**src/rtl/exec_arbiter.sv**
```systemverilog
// Two-requester round-robin arbiter in front of one combinational execution unit.
// Each operation occupies the unit for one EXEC cycle; results land in per-requester response slots.
module exec_arbiter #(
    parameter int DATA_W = 32,
    parameter int OP_W   = 7,
    parameter int BR_LO  = 20,
    parameter int BR_HI  = 25
) (
    input  logic              clk,
    input  logic              rst_n,
    input  logic              a_valid,
    output logic              a_ready,
    input  logic [DATA_W-1:0] a_op1,
    input  logic [DATA_W-1:0] a_op2,
    input  logic [OP_W-1:0]   a_opcode,
    input  logic              b_valid,
    output logic              b_ready,
    input  logic [DATA_W-1:0] b_op1,
    input  logic [DATA_W-1:0] b_op2,
    input  logic [OP_W-1:0]   b_opcode,
    output logic [DATA_W-1:0] eu_op1,
    output logic [DATA_W-1:0] eu_op2,
    output logic [OP_W-1:0]   eu_opcode,
    input  logic [DATA_W-1:0] eu_result,
    output logic              a_rsp_valid,
    input  logic              a_rsp_ready,
    output logic [DATA_W-1:0] a_rsp_result,
    output logic              a_rsp_branch,
    output logic              b_rsp_valid,
    input  logic              b_rsp_ready,
    output logic [DATA_W-1:0] b_rsp_result,
    output logic              b_rsp_branch,
    output logic              busy
);

    // Handshake: a transfer happens on a rising edge where x_valid and x_ready are both high.
    // ready never depends on a future cycle; valid may drop at any time without effect.
    typedef enum logic {IDLE, EXEC} state_t;

    localparam logic [OP_W-1:0]   BR_LO_C = OP_W'(BR_LO);
    localparam logic [OP_W-1:0]   BR_HI_C = OP_W'(BR_HI);
    localparam logic [DATA_W-1:0] ONE_C   = DATA_W'(1);

    state_t            state;
    state_t            state_next;
    logic              ptr_b;
    logic              gnt_b;
    logic [DATA_W-1:0] op1_r;
    logic [DATA_W-1:0] op2_r;
    logic [OP_W-1:0]   opc_r;
    logic              a_elig;
    logic              b_elig;
    logic              a_hs;
    logic              b_hs;
    logic              is_branch;

    // A slot being drained this cycle counts as free, so back-to-back requests are not stalled.
    assign a_elig = a_valid && (!a_rsp_valid || a_rsp_ready);
    assign b_elig = b_valid && (!b_rsp_valid || b_rsp_ready);
    assign a_hs   = a_valid && a_ready;
    assign b_hs   = b_valid && b_ready;

    always_comb begin
        state_next = state;
        a_ready    = 1'b0;
        b_ready    = 1'b0;
        case (state)
            IDLE: begin
                if (rst_n) begin
                    if (a_elig && (!b_elig || !ptr_b)) begin
                        a_ready = 1'b1;
                    end else if (b_elig) begin
                        b_ready = 1'b1;
                    end
                end
                if ((a_valid && a_ready) || (b_valid && b_ready)) begin
                    state_next = EXEC;
                end
            end
            EXEC: begin
                state_next = IDLE;
            end
            default: begin
                state_next = IDLE;
            end
        endcase
    end

    assign busy      = (state == EXEC);
    assign eu_op1    = busy ? op1_r : '0;
    assign eu_op2    = busy ? op2_r : '0;
    assign eu_opcode = busy ? opc_r : '0;
    assign is_branch = (opc_r >= BR_LO_C) && (opc_r <= BR_HI_C) && (eu_result == ONE_C);

    always_ff @(posedge clk) begin
        if (!rst_n) begin
            state <= IDLE;
            ptr_b <= 1'b0;
            gnt_b <= 1'b0;
            op1_r <= '0;
            op2_r <= '0;
            opc_r <= '0;
        end else begin
            state <= state_next;
            if (a_hs) begin
                op1_r <= a_op1;
                op2_r <= a_op2;
                opc_r <= a_opcode;
                gnt_b <= 1'b0;
                ptr_b <= 1'b1;
            end else if (b_hs) begin
                op1_r <= b_op1;
                op2_r <= b_op2;
                opc_r <= b_opcode;
                gnt_b <= 1'b1;
                ptr_b <= 1'b0;
            end
        end
    end

    // Refill takes priority over drain so a same-edge drain+refill keeps valid high.
    always_ff @(posedge clk) begin
        if (!rst_n) begin
            a_rsp_valid  <= 1'b0;
            a_rsp_result <= '0;
            a_rsp_branch <= 1'b0;
            b_rsp_valid  <= 1'b0;
            b_rsp_result <= '0;
            b_rsp_branch <= 1'b0;
        end else begin
            if (busy && !gnt_b) begin
                a_rsp_valid  <= 1'b1;
                a_rsp_result <= eu_result;
                a_rsp_branch <= is_branch;
            end else if (a_rsp_valid && a_rsp_ready) begin
                a_rsp_valid <= 1'b0;
            end
            if (busy && gnt_b) begin
                b_rsp_valid  <= 1'b1;
                b_rsp_result <= eu_result;
                b_rsp_branch <= is_branch;
            end else if (b_rsp_valid && b_rsp_ready) begin
                b_rsp_valid <= 1'b0;
            end
        end
    end

endmodule

```
**config.mk**
```make
export PLATFORM = sky130hd
export DESIGN_NAME = exec_arbiter
export DESIGN_NICKNAME = d
export VERILOG_FILES = /design/src/rtl/exec_arbiter.sv
export SDC_FILE = /design/constraint.sdc
export NUM_CORES = 1
export LEC_CHECK = 0
export ABC_CLOCK_PERIOD_IN_PS = 3510
export CAP_MARGIN = 20
export CORE_MARGIN = 1.5
export CORE_UTILIZATION = 46
export CTS_BUF_LIST = sky130_fd_sc_hd__clkbuf_2 sky130_fd_sc_hd__clkbuf_4 sky130_fd_sc_hd__clkbuf_8
export CTS_CLUSTER_DIAMETER = 40
export CTS_CLUSTER_SIZE = 8
export DETAILED_ROUTE_END_ITERATION = 8
export GPL_ROUTABILITY_DRIVEN = 0
export HOLD_SLACK_MARGIN = 0.03
export PLACE_DENSITY = 0.89
export SYNTH_ARGS = -nofsm -noshare
export SYNTH_HDL_FRONTEND = slang
export SYNTH_SLANG_ARGS = --single-unit
```
**constraint.sdc**
```tcl
create_clock -name clk -period 3.51 [get_ports clk]
set_input_delay 0.5265 -clock clk [delete_from_list [all_inputs] [get_ports clk]]
set_output_delay 0.5265 -clock clk [all_outputs]
set_load 0.005 [all_outputs]
```
# After elaboration in Yosys (flattened, before gate mapping)

Cells that the tools add are included.

Register bits after elaboration: 142

Reduce and logical (&&, ||, !) cells: 26
$lt $le $gt $ge: 2
Multiplexer cells: 26
Bitwise logic cells: 2
Equality and inequality tests: 1

Operators by type and width:

| operator                                             | number |
|---|---|
| 2-to-1 mux 32 bit                                    | 6 |
| equality test 32 x 1 -> 1 bit, second input constant | 1 |
| 2-to-1 mux 7 bit                                     | 3 |
| 2-to-1 mux 1 bit                                     | 16 |
| logical AND 1 bit                                    | 13 |
| >= comparator 7 x 5 -> 1 bit, second input constant  | 1 |
| <= comparator 7 x 5 -> 1 bit, second input constant  | 1 |
| nonzero test 2 bit                                   | 3 |
| logical NOT 1 bit                                    | 5 |
| logical OR 1 bit                                     | 4 |
| inverter 1 bit                                       | 2 |
| case mux 1 bit (2 select lines)                      | 1 |
| OR reduction 2 bit                                   | 1 |

# Longest topological paths before layout

Depth after elaboration: 13
Depth in mapped cells: 7

# Worst setup path before layout

No wires, ideal clock.

Kind: input-to-output
Start point: input b_rsp_ready
End point: output a_ready
Path buffers: 3
Path slack: 1.424 ns
Required time: 2.984 ns
Arrival time: 1.560 ns
Stages on the path: 7
Cells stage by stage: nand2b_4 -> and3_1 -> buf_2 -> or2_1 -> buf_6 -> buf_6 -> inv_1

Cells in the longest elaborated chain, start to end: 9

RTL lines:

| what                          | line | text |
|---|---|---|
| from (decl)                   | 30   | `input logic b_rsp_ready,` |
| logical OR 1 bit              | 59   | `assign b_elig = b_valid && (!b_rsp_valid \|\| b_rsp_ready);` |
| logical AND 1 bit             | 59   |  |
| logical NOT 1 bit             | 70   | `if (a_elig && (!b_elig \|\| !ptr_b)) begin` |
| logical OR 1 bit              | 70   |  |
| logical AND 1 bit             | 70   |  |
| 2-to-1 mux 1 bit              | 70   |  |
| 2-to-1 mux 1 bit              | 69   | `if (rst_n) begin` |
| 2-to-1 mux 1 bit (2 in a row) | 67   | `case (state)` |
| to (decl)                     | 12   | `output logic a_ready,` |

No other way between the ends. The select of a mux whose other input is x is not followed.

# Final worst setup path

Same ends and word-level chain as after synthesis.

==> summary.md <==
| Metric | Value |
|---|---|
| Synth area leaders | `dfxtp_1 (42%), nand2_1 (15%), a31oi_2 (11%), o31ai_1 (8.1%), a21boi_0 (7.4%)` |
| Kind of critical path | `in -> out` |
| Nets | `roughly 1300` |
| Worst EP arrival | `2.10 ns` |
| VDD IR max | `approximately 0.25 mV` |
| Setup Skew | `0.00774 ns` |
| Clock Latency Late Sink | `0.44 ns` |
| Mean Syn Cell Area | `approximately 8.4 µm²` |
| Post-synth cell types | `30` |
| Share of cells above drive strength 1 | `approximately a tenth` |
| Power per cell area | `393 nW/µm²` |
| Grt total ovfl | `0` |
| Dpl hpwl | `15.1 mm` |
| Worst Path Required | `2.98 ns` |
| Worst-path maximum fanout | `4` |
| First-pass GRT wire length | `32.5 mm` |
| Post-CTS Resized | `0` |
| #FFs+latches synth | `around 140` |
| RSZ-0062 raised after global routing | `false` |
| Final-layout fill cell count | `1094` |
| Hold path depth | `2` |
| Wire per inst | `17.1 µm` |
| Longest Clk Path Bufs | `2` |
| Total CTS buffers | `17` |
| Pre-CTS setup slack | `0.856 ns` |
| Area Overhead vs Synth | `53.6%` |
| Initial Util | `46.8%` |
| Die area | `15400 µm²` |
| # clock sinks | `~140` |
| Leak pwr | `3.55 nW` |
| Startpoint Class | `primary input` |
| Antenna violations before repair | `0` |
| Hold Vio Cnt, Final | `0` |
| Clk slew on worst S/H paths | `0.07 ns` |
| Slew margin rel. | `26.2%` |
| Iteration-0 DRC Markers | `396` |
| Fmax achieved | `381 MHz` |
| Post-synth top area share | `between 40% and 50%` |
| H-Tree Depth | `4` |
| Part of the Yosys area used for sequential elements | `42.1%` |
| Worst r2r path cells | `5` |
| Syn. warnings | `0` |
| Top Ports | `322` |
| Setup WS post-layout | `0.887 ns` |
| End-of-flow core utilization | `71.9%` |
| Largest net degree at the start of global routing | `74` |
| CTS tree | `yes` |
| Vias in the first global route | `6439` |
| Largest area contributor in the netlist | `dfxtp_1` |
| Syn_nets | `a little under 1000` |
| Post-Syn Area | `6750 µm²` |
| # DRC | `0` |
| WL final | `21.9 mm` |
| Min Tclk post-route | `between 2 and 3 ns` |
| Global Route Usage Sum | `27.5%` |
| Status | `completed` |
| Most frequent cells in the layout | `clkdlybuf4s50_1 (320), nand2_1 (274), dfxtp_1 (141), o31ai_1 (73), and2_1 (72)` |
| # setup viols final | `0` |
| IO buf count | `321` |
| Final ANT Viol Nets | `0` |
| Origin of the worst setup path | `b_rsp_ready` |
| Chip Width | `124 µm` |
| MaxCap Viol Count | `0` |
| Cts hold-fix bufs | `0` |
| Antenna cells | `0` |
| Setup TNS | `0 ns` |
| Core Area | `~14000 µm²` |
| Total iterations of the first detailed-routing run | `5` |
| FF-to-FF setup slack | `1.47 ns` |
| Vias/cell | `5.34` |
| Crit path capture | `a_ready` |
| Mapped Cells | `807` |
| Crit. End Element | `primary output` |
| Final hold slack | `0.463 ns` |
| Vias | `6836` |
| Hold Path Class | `reg -> reg` |
| Most common cell after layout, fill and taps aside | `clkdlybuf4s50_1` |
| Row cnt | `44` |
| Max Slew Vio Count | `0` |
| Worst-margin pin slew | `1.11 ns` |
| Crit share post-route | `74.7%` |
| Root buf cell | `clkbuf_8` |
| Reg2reg end | `op1_r[11]` |
| Die Ht | `124 µm` |
| Post-CTS setup repair buffer count | `0` |
| Worst r2r src | `busy` |
==> where the power goes <==
group	total (mW)	leakage (nW)	internal (mW)	switching (mW)
Clock	1.43	0.226	0.815	0.614
Combinational	0.859	2.17	0.461	0.398
Sequential	1.79	1.16	1.73	0.0608
==> per-stage QoR <==
step	power (mW)	instance area, µm²	std cells
detailed placement	2.69	9940	1248
CTS	4.11	10400	1279
floorplan	2.22	6750	807
finish	4.08	10400	1279
global route	4.28	10400	1279
global placement	2.67	9940	1248
==> cells by family (layout without fill, tap and decap cells) <==
group | Yosys count | after routing | synth area share (%)
AND/OR/NAND/NOR | 370 | 370 | 24.6
AO/OA/AOI/OAI | 216 | 216 | 27.8
flip-flops | 142 | 142 | 42.1
buffers and inverters | 79 | 367 | 5.47
==> routing by layer <==
layer	up-vias	GRT usage, %	share of wire, %
li1	3319	-	-
met1	3172	29.5	38
met2	289	48.2	50
met3	56	9.43	8.9
met4	0	13.4	3.6
met5	-	0	0
==> worst min-delay path by stage <==
| stage | startpoint | to | slack (ns) |
|---|---|---|---|
| 6_report | a_rsp_result[28] | a_rsp_result[28] | 0.46 |
| 5_1_grt | b_rsp_result[10] | b_rsp_result[10] | 0.49 |
| 4_1_cts | a_rsp_result[17] | a_rsp_result[17] | 0.47 |
| 3_5_place_dp | a_rsp_result[17] | a_rsp_result[17] | 0.46 |
| 3_3_place_gp | b_rsp_result[2] | b_rsp_result[2] | 0.45 |
| 2_1_floorplan | ptr_b | ptr_b | 0.44 |
==> registers in the layout (all words and copies together) (netlist names) <==
name and flops:
gnt_b 1, a_rsp_result 32, op2_r 32, a_rsp_branch 1
b_rsp_branch 1, ptr_b 1, b_rsp_result 32, a_rsp_valid 1
busy 1, op1_r 32, b_rsp_valid 1, opc_r 7
==> cell type report <==
class	count	area [µm²]	area share, %
Inverter	2	7.51	0.0724
Multi-Input combinational cell	586	3550	34.2
Clock inverter	11	163	1.57
Sequential cell	142	2840	27.4
Timing Repair Buffer	334	3310	31.9
Clock buffer	20	269	2.59
Tap cell	184	230	2.22
==> synthesized netlist by cell type <==
master,n
nand2_1,274
dfxtp_1,142
o31ai_1,73
and2_1,72
a21boi_0,67
a31oi_2,57
clkbuf_1,52
a31oi_1,14
buf_2,13
buf_6,7
nor4_1,5
buf_1,4
nor4b_1,3
o21ai_0,3
and3_1,2
inv_1,2
nand2b_1,2
nand3_1,2
nor2b_1,2
a21oi_1,1
and2b_1,1
and4_1,1
buf_4,1
nand2b_4,1
nand3_2,1
nand3_4,1
nand4_1,1
o211ai_1,1
or2_1,1
or4_1,1
==> worst max-delay path: stages <==
cell	delay, ns
clkdlybuf4s50_1	0.40
nand2b_4	0.15
and3_2	0.22
or2_4	0.25
inv_1	0.06
clkdlybuf4s50_1	0.49
(Power assumes the default switching activity.)
